[config.mk]
export PLATFORM = sky130hd
export DESIGN_NAME = cache_l2_control
export DESIGN_NICKNAME = d
export VERILOG_FILES = /design/src/rtl/cache_l2_control_pkg.sv /design/src/rtl/cache_l2_control_sat_counter.sv /design/src/rtl/cache_l2_control.sv
export SDC_FILE = /design/constraint.sdc
export NUM_CORES = 1
export LEC_CHECK = 0
export ABC_CLOCK_PERIOD_IN_PS = 5100
export CAP_MARGIN = 20
export CORE_MARGIN = 2
export CORE_UTILIZATION = 55
export CTS_BUF_LIST = sky130_fd_sc_hd__clkbuf_4 sky130_fd_sc_hd__clkbuf_8 sky130_fd_sc_hd__clkbuf_16
export CTS_CLUSTER_SIZE = 24
export DETAILED_ROUTE_END_ITERATION = 16
export PLACE_DENSITY_LB_ADDON = 0.1
export SETUP_SLACK_MARGIN = 0.15
export SLEW_MARGIN = 30
export SYNTH_ARGS = -nofsm -noshare
export SYNTH_HDL_FRONTEND = slang
export SYNTH_HIERARCHICAL = 1
export SYNTH_SLANG_ARGS = --single-unit
[constraint.sdc]
create_clock -name clk -period 5.1 [get_ports clk]
set_input_delay 1.02 -clock clk [delete_from_list [all_inputs] [get_ports clk]]
set_output_delay 1.02 -clock clk [all_outputs]
set_load 0.02 [all_outputs]
[src/rtl/cache_l2_control_pkg.sv]
// rtl/cache_l2_control_pkg.sv - shared types and select encodings for the L2 cache controller
package cache_l2_types;

    typedef enum logic [1:0] {
        IDLE      = 2'd0,
        CHECK     = 2'd1,
        WRITEBACK = 2'd2,
        FETCH     = 2'd3
    } l2_ctrl_state_t;

    // pmem address mux: request tag for fetches, victim tag for writebacks
    localparam logic PMAR_REQ_TAG    = 1'b0;
    localparam logic PMAR_VICTIM_TAG = 1'b1;

    // line data mux: fill from pmem, or merged upstream write data
    localparam logic DATA_PMEM   = 1'b0;
    localparam logic DATA_MERGED = 1'b1;

endpackage

[src/rtl/cache_l2_control_sat_counter.sv]
// rtl/cache_l2_control_sat_counter.sv - saturating event counter with synchronous clear
module sat_counter #(
    parameter int WIDTH = 16
) (
    input  logic             clk,
    input  logic             rst_n,
    input  logic             inc,
    input  logic             clr,
    output logic [WIDTH-1:0] count
);

    // clear wins over a same-cycle increment; the count sticks at all-ones
    always_ff @(posedge clk or negedge rst_n) begin
        if (!rst_n) begin
            count <= '0;
        end else if (clr) begin
            count <= '0;
        end else if (inc && (count != '1)) begin
            count <= count + 1'b1;
        end
    end

endmodule

[src/rtl/cache_l2_control.sv]
// rtl/cache_l2_control.sv - L2 cache sequencing FSM: lookup, writeback, fetch and perf counters
import cache_l2_types::*;

module cache_l2_control #(
    parameter int CNT_WIDTH = 16
) (
    input  logic                 clk,
    input  logic                 rst_n,
    input  logic                 mem_read,
    input  logic                 mem_write,
    output logic                 mem_resp,
    input  logic                 hit,
    input  logic                 replace,
    input  logic                 dirty,
    output logic                 pmem_we,
    output logic                 pmarmux_sel,
    output logic                 datamux_sel,
    output logic                 load_addr,
    output logic                 pmem_read,
    output logic                 pmem_write,
    input  logic                 pmem_resp,
    input  logic                 stats_clr,
    output logic [CNT_WIDTH-1:0] hit_cnt,
    output logic [CNT_WIDTH-1:0] miss_cnt,
    output logic [CNT_WIDTH-1:0] wb_cnt
);

    l2_ctrl_state_t state;
    l2_ctrl_state_t state_next;
    logic           miss_pending;
    logic           req;
    logic           hit_inc;
    logic           miss_inc;
    logic           wb_inc;

    assign req = mem_read | mem_write;

    // Strobes are decoded from state so an async reset drops them immediately.
    always_comb begin
        state_next  = state;
        mem_resp    = 1'b0;
        pmem_we     = 1'b0;
        pmarmux_sel = PMAR_REQ_TAG;
        datamux_sel = DATA_PMEM;
        load_addr   = 1'b0;
        pmem_read   = 1'b0;
        pmem_write  = 1'b0;
        hit_inc     = 1'b0;
        miss_inc    = 1'b0;
        wb_inc      = 1'b0;
        case (state)
            IDLE: begin
                if (req) begin
                    state_next = CHECK;
                end
            end
            CHECK: begin
                if (!req) begin
                    state_next = IDLE;
                end else if (hit) begin
                    // a simultaneous read+write is a write, which mem_write alone decides
                    mem_resp    = 1'b1;
                    datamux_sel = mem_write ? DATA_MERGED : DATA_PMEM;
                    hit_inc     = ~miss_pending;
                    state_next  = IDLE;
                end else begin
                    load_addr = 1'b1;
                    miss_inc  = 1'b1;
                    if (replace && dirty) begin
                        pmarmux_sel = PMAR_VICTIM_TAG;
                        wb_inc      = 1'b1;
                        state_next  = WRITEBACK;
                    end else begin
                        pmarmux_sel = PMAR_REQ_TAG;
                        state_next  = FETCH;
                    end
                end
            end
            WRITEBACK: begin
                pmem_write = 1'b1;
                if (pmem_resp) begin
                    load_addr   = 1'b1;
                    pmarmux_sel = PMAR_REQ_TAG;
                    state_next  = FETCH;
                end
            end
            FETCH: begin
                pmem_read = 1'b1;
                if (pmem_resp) begin
                    pmem_we     = 1'b1;
                    datamux_sel = DATA_PMEM;
                    state_next  = CHECK;
                end
            end
            default: begin
                state_next = IDLE;
            end
        endcase
    end

    // miss_pending keeps the post-fill re-lookup from counting as a hit
    always_ff @(posedge clk or negedge rst_n) begin
        if (!rst_n) begin
            state        <= IDLE;
            miss_pending <= 1'b0;
        end else begin
            state <= state_next;
            if (state == IDLE) begin
                miss_pending <= 1'b0;
            end else if (miss_inc) begin
                miss_pending <= 1'b1;
            end
        end
    end

    sat_counter #(.WIDTH(CNT_WIDTH)) u_hit_cnt (
        .clk   (clk),
        .rst_n (rst_n),
        .inc   (hit_inc),
        .clr   (stats_clr),
        .count (hit_cnt)
    );

    sat_counter #(.WIDTH(CNT_WIDTH)) u_miss_cnt (
        .clk   (clk),
        .rst_n (rst_n),
        .inc   (miss_inc),
        .clr   (stats_clr),
        .count (miss_cnt)
    );

    sat_counter #(.WIDTH(CNT_WIDTH)) u_wb_cnt (
        .clk   (clk),
        .rst_n (rst_n),
        .inc   (wb_inc),
        .clr   (stats_clr),
        .count (wb_cnt)
    );

endmodule
* After elaboration in Yosys (flattened, before gate mapping)
Cells that the tools add are included.
** Cells by class
- Add/sub/neg operators :: 3
- Equality and inequality tests :: 9
- Muxes and demuxes :: 37
- Bitwise logic cells :: 2
- Reductions and logical operators :: 10
** Operator list (count)
- 16-bit 2-to-1 mux :: 6
- 16-bit by 1-bit adder with 16-bit output (second input constant) :: 3
- 16-bit != test (second input constant) :: 3
- 1-bit 2-to-1 mux :: 24
- 2-bit 2-to-1 mux :: 5
- 2-bit case mux with 4 select lines :: 1
- 2-bit nonzero test :: 4
- 2-bit != test (second input constant) :: 3
- 2-bit equality test (second input constant) :: 2
- 1-bit logical AND :: 4
- 3-bit AND reduction :: 1
- 2-bit by 1-bit equality test with 1-bit output (second input constant) :: 1
- 2-bit logical NOT :: 1
- 1-bit case mux with 2 select lines :: 1
- 1-bit inverter :: 1
- 1-bit bitwise OR :: 1
** Storage, ports and cells
- Bits in registers :: 51
- Bits of input ports :: 9
- Output and inout port bits :: 55
- Word-level logic and storage cells :: 66

* Depth between registers and ports, before layout
- Depth in word-level cells :: 8
- Depth in mapped cells :: 10
- Depth with buffers taken out :: 8

* Cells and area by module
Netlist, hierarchy kept.
** By module, submodules not included
- sat_counter :: times used 3, cells each 98, area an instance 942.2 um^2, seq. area each 400.4 um^2
- cache_l2_control :: times used 1, cells each 35, area an instance 277.8 um^2, seq. area each 75.1 um^2

* Worst setup path after synthesis
OpenSTA, ideal clock, no wires.
- Kind :: input -> register
- Start point :: in hit
- End point :: reg u_wb_cnt.count[3]
- Library setup time :: 0.078 ns
- Data arrival time :: 2.825 ns
- Data required time :: 5.022 ns
- Setup slack :: 2.198 ns
- Stages :: 7
- Buffers on the path :: 1
- Cells stage by stage :: nor2b_1 -> nand2_1 -> nor2_1 -> inv_1 -> clkbuf_1 -> or4_2 -> a21oi_1
** On the way
- Cells in the longest elaborated chain, start to end :: 5
** Ends and longest elaborated chain
- from (decl) :: RTL line cache_l2_control.sv:12 : input logic hit,
- 1-bit 2-to-1 mux (3 in series)
- net pmarmux_sel :: RTL line cache_l2_control.sv:16 : output logic pmarmux_sel,
- 1-bit logical AND :: RTL line cache_l2_control_sat_counter.sv:18 : end else if (inc && (count != '1)) begin
- 2-bit nonzero test (no source line)
- to (signal assigned) :: RTL line cache_l2_control_sat_counter.sv:19 : count <= count + 1'b1;
- to (decl) :: RTL line cache_l2_control_sat_counter.sv:9 : output logic [WIDTH-1:0] count
The timed path passes the listed nets, and every way through them passes these cells.
A chain may end at the register's enable or synchronous reset.

* Final worst setup path
- Start point :: in hit
- End point :: out pmarmux_sel
** On the way
- Cells in the longest elaborated chain, start to end :: 3
** Ends and longest elaborated chain
- 1-bit 2-to-1 mux :: RTL line cache_l2_control.sv:60 : end else if (hit) begin
- 1-bit 2-to-1 mux :: RTL line cache_l2_control.sv:58 : if (!req) begin
- 1-bit 2-to-1 mux
- to (decl) :: RTL line cache_l2_control.sv:16
No other way between the ends.

==> flow_summary_export.csv <==
group,metric,value,unit
clocking,cts_tree,"yes",
setup_path,critPathCaptureType,"primary output",
die,core_area,5470,um2
global_routing,grt_usage,23.0,%
clocking,cts_buffer_depth,2,
sta,min_period,3830,ps
die,die_y,79.1,um
placement,dp_hpwl,4.78,mm
logic_synthesis,synth_top_area_share,41.1,%
setup_path,startpoint,"hit",
sta,rsz0062_at_grt,"no",
detailed_routing,drtIter0Drc,130,
setup_path,r2r_start,"state[1]",
detailed_routing,firstDrtPassIters,4,
logic_synthesis,ys_types,36,
setup_path,crit_path_max_fanout,5,
global_routing,grt_overflow_total,0,
min_path,holdCritPathClass,"reg2reg",
die,fp.dieArea,6260,um2
placement,portBuffers,63,
setup_path,crit_type,"in2out",
logic_synthesis,yosysWarnings,6,
final_layout,fill_cells,449,
logic_synthesis,synth_top_area_cell,"dfrtp_1",
detailed_routing,vias_per_cell,6.19,
final_layout,finalNetCount,401,
detailed_routing,wl_per_cell,15.4,um
setup_path,critical_path_arrival,2810,ps
die,die_w,79.1,um
pwr,power_density,248,nW/um2
detailed_routing,drc_errors,0,
logic_synthesis,synth_area_leaders,"dfrtp_1, a21oi_1, o31ai_1",
logic_synthesis,async_flop_share,100,%
clocking,path_clk_slew,90,ps
setup_path,crit_family,"buffers and inverters",
die,io_pins,64,
final_layout,diodes,0,
clocking,clock_latency,310,ps
sta,finalSetupViolCount,0,
placement,gp_congestion,0.795,
global_routing,antenna_found_initial,0,
sta,clock_skew,8.59,ps
flow_run,drv_cap,0,
clocking,cts_setup_buffers,0,
clocking,cts-root-buf,"clkbuf_8",
logic_synthesis,synth_seq_cells,51,
setup_path,max_stage_delay,670,ps
clocking,clock-sinks,51,
logic_synthesis,synth_edf_count,0,
detailed_routing,drt-total-wl,7.07,mm
setup_path,path_buf_inv,2,
logic_synthesis,syn_inst,329,
sta,fmax,261,MHz
sta,max-slew-margin-rel,40.0,%
die,start_util,56.7,%
die,rows,27,
sta,tns,0,ps
setup_path,start_kind,"primary input",
logic_synthesis,postSynthAreaPerCell,9.44,um2
pwr,ir_worst_vdd,0.228,mV
detailed_routing,antenna_left,0,
sta,hold_viol,0,
final_layout,syn_to_final_growth,24.5,%
final_layout,drive_gt1_share,10.4,%
clocking,cts_buffers,5,
setup_path,crit_path_cell_trace,"clkdlybuf4s50_1 -> nor2b_1 -> nand2_1 -> nor2_1 -> clkdlybuf4s50_1",
clocking,htreeDepth,2,
global_routing,grt_pass1_vias,2621,
logic_synthesis,synth_nets,345,
setup_path,cp.required,4080,ps
logic_synthesis,syn_area,3100,um2
logic_synthesis,ys_seq_area_share,41.1,%
pwr,leakagePower,1.53,nW
clocking,ctsHoldBuffers,0,
run_status,status,"finished, final reports clean",
placement,dp_slack,1280,ps
global_routing,grt_max_degree,61,
sta,fin_ws,1270,ps
setup_path,crit_slowest_cell,"clkdlybuf4s50_1",
detailed_routing,via_count,2836,
global_routing,grt_pass1_wl,11.8,mm
logic_synthesis,synth_ff_type,"dfrtp_1",
clocking,cts.repair.resized,0,
min_path,holdCritStartpoint,"miss_pending",
sta,worst_pin_slew,893,ps
sta,fin_crit_sh,75.2,%
final_layout,final_util,70.6,%
sta,slew_violations,0,
setup_path,cpMostUsedCell,"clkdlybuf4s50_1",
[per-stage QoR]
| stage | std cells | hold WS (ps) | total power, W | cell area [um2] |
|---|---|---|---|---|
| 2_1_floorplan | 329 | 489 | 0.000587 | 3100 |
| 3_3_place_gp | 450 | 516 | 0.000661 | 3740 |
| 3_5_place_dp | 450 | 524 | 0.000669 | 3750 |
| 4_1_cts | 458 | 538 | 0.000964 | 3860 |
| 5_1_grt | 458 | 561 | 0.00101 | 3860 |
| 6_report | 458 | 533 | 0.000957 | 3860 |
[Yosys cell counts (4+ instances only)]
cell type and instances:
mux2_1 12, dfrtp_1 51, clkbuf_1 12, ha_1 7, nor3_1 4, and3_1 7, or4_1 15, and4_2 6
o31ai_1 21, o21ai_1 9, or4_2 6, a21oi_1 36, nand3_1 9, inv_1 15, o21ai_0 4, nor4_1 12
nand4_1 18, nor2b_1 13, nor2_1 15, or3_1 6, nand2_1 22
[metal layers]
layer	vias to the layer above	GRT usage, %	wire (um)	part of all wire, %
li1	1378	-	-	-
met1	1376	29.1	3100	44
met2	75	40.7	3610	51
met3	7	3.75	278	3.9
met4	0	6.03	79	1.1
met5	-	0	0	0
[worst paths after layout]
| check | slack, ps | cells after the start | end |
|---|---|---|---|
| min in group asynchronous | 810 | 2 | u_hit_cnt/count[8] |
| setup reg to reg | 2400 | 8 | u_wb_cnt/count[3] |
| max in group asynchronous | 3830 | 2 | u_miss_cnt/count[2] |
| setup / recovery | 1270 | 5 | pmarmux_sel |
| hold reg to reg | 530 | 2 | miss_pending |
| hold / removal | 530 | 2 | miss_pending |
[registers in the layout (all words and copies together) (netlist names)]
register	count
u_wb_cnt/count	16
u_hit_cnt/count	16
u_miss_cnt/count	16
miss_pending	1
state	2
[where the power goes]
part           switching [W]  internal [W]
Combinational       0.000140     0.0000837
Sequential         0.0000164      0.000421
Clock               0.000138      0.000159
Total               0.000294      0.000663
[kinds of logic (layout without fill, tap and decap cells)]
kind of cell               Yosys count  after routing  share of synthesized area (%)
muxes                               12             12                           4.35
DFF                                 51             51                           41.1
adders and majority gates            7              7                           2.82
and+or+nand+nor                    149            149                           30.7
buffers and inverters               30             87                           4.35
AOI/OAI and AO/OA                   80             80                           16.7
[worst min-delay path, delay by kind of cell, from the launching register on]
family	cells	cell delay, ps
flops	1	390
buf+inv	1	60
compound gates	1	50
[layout by cell type (no fill, tap or decap), drive strengths merged, types with 12 or more instances in the layout]
cell	netlist	routed
nor2	15	15
o31ai	22	22
o21ai	13	13
clkdlybuf4s50	0	61
inv	15	15
a21oi	36	36
nor4	15	15
nand4	21	21
nand2	22	22
mux2	12	12
nor2b	13	13
or4	21	21
dfrtp	51	51
[cell type report]
cell class / instances / area [um2] / share of cell area [%]
well taps: 72 / 90.1 / 2.33
repair buffers: 64 / 631 / 16.3
clock buffers: 6 / 82.6 / 2.14
clock inverters: 2 / 35.0 / 0.907
flip-flops and latches: 51 / 1280 / 33.0
inverters: 15 / 56.3 / 1.46
multi-input cells: 248 / 1690 / 43.8
No activity file was read; power rests on OpenSTA's default activity.
